===== src/rtl/ifetch_queue_if.sv =====
// Handshake bundle between the fetch queue, instruction memory and decode.
// The slave modport is the fetch unit; the master modport is its environment.
interface ifetch_queue_if;
  logic        mem_req;
  logic [31:0] mem_addr;
  logic        mem_ack;
  logic [7:0]  mem_rdata;
  logic        instr_valid;
  logic        instr_ready;
  logic [31:0] instr;
  logic [31:0] instr_pc;
  logic        redirect;
  logic [31:0] redirect_pc;

  modport slave (
    output mem_req, mem_addr, instr_valid, instr, instr_pc,
    input  mem_ack, mem_rdata, instr_ready, redirect, redirect_pc
  );

  modport master (
    input  mem_req, mem_addr, instr_valid, instr, instr_pc,
    output mem_ack, mem_rdata, instr_ready, redirect, redirect_pc
  );
endinterface


===== src/rtl/ifetch_queue.sv =====
// Byte-serial instruction fetch with a DEPTH-entry prefetch queue of {instr, pc}.
// Big-endian word assembly; redirect flushes queue and partial word.
module ifetch_queue #(
  parameter int unsigned DEPTH    = 4,
  parameter logic [31:0] RESET_PC = 32'h0000_0000
) (
  input  logic          clk,
  input  logic          rst_n,
  ifetch_queue_if.slave bus
);
  localparam int unsigned PW = (DEPTH > 1) ? $clog2(DEPTH) : 1;
  localparam int unsigned CW = $clog2(DEPTH + 1);

  logic [31:0]   fetch_pc_q, fetch_pc_d;
  logic [1:0]    byte_cnt_q, byte_cnt_d;
  logic [23:0]   shift_q, shift_d;
  logic [PW-1:0] head_q, head_d;
  logic [PW-1:0] tail_q, tail_d;
  logic [CW-1:0] count_q, count_d;
  logic [31:0]   ent_instr_q [DEPTH];
  logic [31:0]   ent_pc_q    [DEPTH];

  logic          not_full;
  logic          ack_fire;
  logic          push;
  logic          pop;
  logic [31:0]   word_done;

  assign not_full  = (count_q < CW'(DEPTH));
  assign ack_fire  = bus.mem_req & bus.mem_ack;
  assign push      = ack_fire & (byte_cnt_q == 2'd3);
  assign pop       = (count_q != '0) & bus.instr_ready & ~bus.redirect;
  assign word_done = {shift_q, bus.mem_rdata};

  // Request path depends only on registered state plus redirect/reset.
  assign bus.mem_req     = rst_n & ~bus.redirect & not_full;
  assign bus.mem_addr    = fetch_pc_q + {30'd0, byte_cnt_q};
  assign bus.instr_valid = (count_q != '0);
  assign bus.instr       = (count_q != '0) ? ent_instr_q[head_q] : 32'd0;
  assign bus.instr_pc    = (count_q != '0) ? ent_pc_q[head_q]    : 32'd0;

  always_comb begin
    fetch_pc_d = fetch_pc_q;
    byte_cnt_d = byte_cnt_q;
    shift_d    = shift_q;
    head_d     = head_q;
    tail_d     = tail_q;
    count_d    = count_q;
    if (bus.redirect) begin
      fetch_pc_d = {bus.redirect_pc[31:2], 2'b00};
      byte_cnt_d = 2'd0;
      shift_d    = 24'd0;
      head_d     = '0;
      tail_d     = '0;
      count_d    = '0;
    end else begin
      if (ack_fire) begin
        byte_cnt_d = byte_cnt_q + 2'd1;
        shift_d    = {shift_q[15:0], bus.mem_rdata};
      end
      if (push) begin
        fetch_pc_d = fetch_pc_q + 32'd4;
        shift_d    = 24'd0;
        tail_d     = tail_q + PW'(1);
      end
      if (pop) begin
        head_d = head_q + PW'(1);
      end
      case ({push, pop})
        2'b10:   count_d = count_q + CW'(1);
        2'b01:   count_d = count_q - CW'(1);
        default: count_d = count_q;
      endcase
    end
  end

  always_ff @(posedge clk or negedge rst_n) begin
    if (!rst_n) begin
      fetch_pc_q <= RESET_PC;
      byte_cnt_q <= 2'd0;
      shift_q    <= 24'd0;
      head_q     <= '0;
      tail_q     <= '0;
      count_q    <= '0;
    end else begin
      fetch_pc_q <= fetch_pc_d;
      byte_cnt_q <= byte_cnt_d;
      shift_q    <= shift_d;
      head_q     <= head_d;
      tail_q     <= tail_d;
      count_q    <= count_d;
    end
  end

  always_ff @(posedge clk or negedge rst_n) begin
    if (!rst_n) begin
      for (int i = 0; i < int'(DEPTH); i++) begin
        ent_instr_q[i] <= 32'd0;
        ent_pc_q[i]    <= 32'd0;
      end
    end else if (push && !bus.redirect) begin
      ent_instr_q[tail_q] <= word_done;
      ent_pc_q[tail_q]    <= fetch_pc_q;
    end
  end

endmodule


===== src/flat_wrapper.sv =====
// flat-port wrapper written by rule: the top's interface ports become plain ports
module ifetch_queue_flat 
#(
  parameter int unsigned DEPTH    = 4,
  parameter logic [31:0] RESET_PC = 32'h0000_0000
)
  (clk, rst_n, bus_mem_req, bus_mem_addr, bus_instr_valid, bus_instr, bus_instr_pc, bus_mem_ack, bus_mem_rdata, bus_instr_ready, bus_redirect, bus_redirect_pc);
  ifetch_queue_if bus_i ();
  input  logic clk;
  input  logic rst_n;
  output wire logic [$bits(bus_i.mem_req)-1:0] bus_mem_req;
  output wire logic [$bits(bus_i.mem_addr)-1:0] bus_mem_addr;
  output wire logic [$bits(bus_i.instr_valid)-1:0] bus_instr_valid;
  output wire logic [$bits(bus_i.instr)-1:0] bus_instr;
  output wire logic [$bits(bus_i.instr_pc)-1:0] bus_instr_pc;
  input wire logic [$bits(bus_i.mem_ack)-1:0] bus_mem_ack;
  input wire logic [$bits(bus_i.mem_rdata)-1:0] bus_mem_rdata;
  input wire logic [$bits(bus_i.instr_ready)-1:0] bus_instr_ready;
  input wire logic [$bits(bus_i.redirect)-1:0] bus_redirect;
  input wire logic [$bits(bus_i.redirect_pc)-1:0] bus_redirect_pc;
  assign bus_mem_req = bus_i.mem_req;
  assign bus_mem_addr = bus_i.mem_addr;
  assign bus_instr_valid = bus_i.instr_valid;
  assign bus_instr = bus_i.instr;
  assign bus_instr_pc = bus_i.instr_pc;
  assign bus_i.mem_ack = bus_mem_ack;
  assign bus_i.mem_rdata = bus_mem_rdata;
  assign bus_i.instr_ready = bus_instr_ready;
  assign bus_i.redirect = bus_redirect;
  assign bus_i.redirect_pc = bus_redirect_pc;
  ifetch_queue #(.DEPTH(DEPTH), .RESET_PC(RESET_PC)) u_core (.clk(clk), .rst_n(rst_n), .bus(bus_i));
endmodule

===== config.mk =====
export PLATFORM = sky130hd
export DESIGN_NAME = ifetch_queue_flat
export DESIGN_NICKNAME = d
export VERILOG_FILES = /design/src/rtl/ifetch_queue_if.sv /design/src/rtl/ifetch_queue.sv /design/src/flat_wrapper.sv
export SDC_FILE = /design/constraint.sdc
export NUM_CORES = 1
export LEC_CHECK = 0
export CAP_MARGIN = 10
export CORE_ASPECT_RATIO = 0.6
export CORE_MARGIN = 2
export CORE_UTILIZATION = 52
export CTS_CLUSTER_DIAMETER = 40
export DETAILED_ROUTE_END_ITERATION = 10
export PLACE_DENSITY = 0.86
export SLEW_MARGIN = 20
export SYNTH_ARGS = -nofsm -noshare
export SYNTH_HDL_FRONTEND = slang
export SYNTH_SLANG_ARGS = --single-unit

===== constraint.sdc =====
create_clock -name clk -period 1.9 [get_ports clk]
set_input_delay 0.285 -clock clk [delete_from_list [all_inputs] [get_ports clk]]
set_output_delay 0.285 -clock clk [all_outputs]
set_load 0.01 [all_outputs]

==> impl_metrics.json <==
{
  "status": "complete, but fails checks",
  "violations": "negative setup slack",
  "grt_pass1_vias": 10500,
  "pre_cts_slack_ns": -0.588,
  "slew_viol_final": 0,
  "antenna_found_initial": 0,
  "dr_total_vias": 10800,
  "slew_headroom_pct": 52.8,
  "synth-edff-count": 0,
  "finalHoldViolations": 0,
  "dpl-instance-area_um2": 16600,
  "drv_cap": 0,
  "grt_first_pass_wirelength_um": 62700,
  "synth_top_area_cell": "dfrtp_1",
  "setup_violations": 331,
  "nNetsFinal": 1327,
  "tns_ns": -90.42,
  "yosysSeqAreaShare_pct": 53.9,
  "ant_nets": 0,
  "tightestPinTransition_ns": 0.708,
  "clk_latency_ns": 0.58,
  "clk_pin_slew_worst_paths_ns": 0.07,
  "mostFrequentLayoutCell": "dfrtp_1",
  "synth-seq-cells": 311,
  "io_buffers": 138,
  "initial_core_util_pct": 52.7,
  "yosysTopAreaCellShare_pct": 53.9,
  "fin_crit_ns": 2.57,
  "syn_to_final_growth_pct": 39.0,
  "yosys_warnings": 0,
  "startpoint_type": "register",
  "p_leak_nw": 9.90,
  "dp.cells": 1519,
  "coreArea_um2": 27400,
  "power.density_nw_per_um2": 726,
  "root_buffer": "clkbuf_16",
  "cts_sinks": 311,
  "wl_met1_um": 19100,
  "ios": 143,
  "finalWorstSetupSlack_ns": -0.670,
  "cts_max_level": 1,
  "dp_hpwl_um": 23500,
  "avgSynthCellArea_um2": 13.8,
  "layout_common_cells": "302 x dfrtp_1, 126 x mux2_4, 106 x mux2_2",
  "drt_first_pass_iters": 5,
  "min_path_type": "in -> reg",
  "finalCritPeriodShare_pct": 135,
  "grtUsageTotal_pct": 28.3,
  "cp.arrival_ns": 2.29,
  "finalClockSkew_ns": 0.0228,
  "cts_made_buffers": 30,
  "synth_area_leaders": "dfrtp_1 54%, mux2_1 10%, mux4_2 9.7%, mux2_2 8.1%, and2_1 2.9%",
  "design_power_total_w": 0.0146,
  "synth_area_um2": 14400,
  "antenna_cells": 0,
  "end_kind": "primary output",
  "die-area_um2": 29200,
  "vias_per_cell": 6.51,
  "drt_iter0_drc": 1324,
  "cts_buffer_depth": 3,
  "grt_max_degree": 110,
  "drive_gt1_share_pct": 53.1,
  "wl_met3_um": 5090,
  "crit_type": "reg -> out",
  "final_cells": 1666,
  "drc": 0,
  "tritoncts": "done",
  "cp_max_fo": 4,
  "ys.flop_type": "dfrtp_1",
  "grt_overflow_total": 0,
  "final_area_um2": 20100,
  "finalWirelength_um": 49000,
  "syn_inst": 1043,
  "detail_route.wl_per_cell_um": 29.4,
  "rsz0062_at_grt": "true",
  "irDropWorstVdd_uv": 633,
  "place.gp.congestion": 0.824,
  "max_clock_freq_mhz": 389,
  "rows": 47,
  "crit_required_ns": 1.62,
  "dieHeight_um": 133,
  "dieWidth_um": 219,
  "wl_met2_um": 22600,
  "synth.distinct_cells": 50,
  "top_layer_used": "met4",
  "postSynth.asyncResetShare_pct": 100
}
-- report_power, final --
part	switching, W	total, W	internal [W]
clock network	0.00282	0.00666	0.00384
logic	0.000606	0.00106	0.000459
registers	0.000119	0.00684	0.00672
total	0.00354	0.0146	0.0110
-- cell families (layout without fill, tap and decap cells) --
group                    after synthesis  in the layout  synth area share [%]
AO/OA/AOI/OAI                        106            106                  5.16
buffers and inverters                121            372                  4.39
AND/OR/NAND/NOR                      193            197                  7.46
adder cells (fa/ha/maj)                7              7                 0.659
multiplexers                         296            296                  27.9
flip-flops                           311            311                  53.9
other                                  1              2                0.0260
XOR/XNOR                               8              8                 0.485
-- per-stage QoR --
stage | utilization [%] | hold slack, ns
finish | 73.2 | 0.201
global route | 73.2 | 0.194
global placement | 60.5 | 0.457
CTS | 67.5 | 0.174
floorplan | - | -0.0106
detailed placement | 60.5 | 0.466
-- Yosys cell counts, types with 4 or more instances --
cell      number
a221o_1        7
o311ai_0       6
buf_6         18
inv_1          7
mux2_2       104
nand2_2        5
and2_1        66
o211ai_1       7
mux4_2        62
nand2_1       58
nand3_1       19
a22o_1        24
nor4_1         5
buf_2         25
mux2_1       128
dfrtp_1      311
a21oi_1        6
clkbuf_1      65
ha_1           6
xor2_1         5
nand4_1        8
nor2_1        14
o21ai_0       39
a31oi_1        4
-- area by class of cell --
type / count / area (um2)
Clock buffer: 38 / 842
Clock inverter: 18 / 243
Sequential cell: 311 / 7800
Multi-Input combinational cell: 616 / 6940
Tap cell: 367 / 459
Inverter: 8 / 30.0
Fill cell: 1598 / 7340
Timing Repair Buffer: 308 / 3760
-- routing by layer --
layer / GRT usage, % / vias up
met1: 40.4 / 5623
met3: 7.01 / 215
met4: 8.60 / 0
li1: - / 4265
met2: 43.2 / 743
met5: 0 / -
-- final timing paths --
kind / startpoint / to / depth (start not counted) / slack (ns)
hold / removal: bus_redirect / u_core.count_q[1] / 3 / 0.20
hold reg to reg: u_core.ent_pc_q[55] / u_core.ent_pc_q[55] / 2 / 0.48
max in group asynchronous: rst_n / u_core.ent_instr_q[82] / 5 / 0.30
setup / recovery: u_core.head_q[0] / bus_instr_pc[15] / 6 / -0.67
setup reg to reg: u_core.count_q[2] / u_core.count_q[2] / 10 / -0.35
min in group asynchronous: rst_n / u_core.count_q[2] / 4 / 0.50
-- state kept, by name, indices dropped and copies added (netlist names) --
register / flops
u_core.tail_q: 2
u_core.ent_instr_q: 128
u_core.shift_q: 24
u_core.fetch_pc_q: 30
u_core.ent_pc_q: 120
u_core.byte_cnt_q: 2
u_core.count_q: 3
u_core.head_q: 2
-- repair_timing --
action / in CTS / in global routing
buffers inserted: 24 / 31
hold buffers: 1 / 0
resized for setup: 418 / 223
pin swaps: 68 / 17
cloned: 14 / 30
endpoints found under the setup margin: 338 / 384
endpoints found under the hold margin: 80 / 0
-- critical path: stages, from the launching register on --
cell and delay (ns):
dfrtp_4 0.53, buf_4 0.16, buf_6 0.12, buf_16 0.14, mux4_2 0.47, and2_1 0.16, buf_2 0.13
No activity file was read; power rests on OpenSTA's default activity.
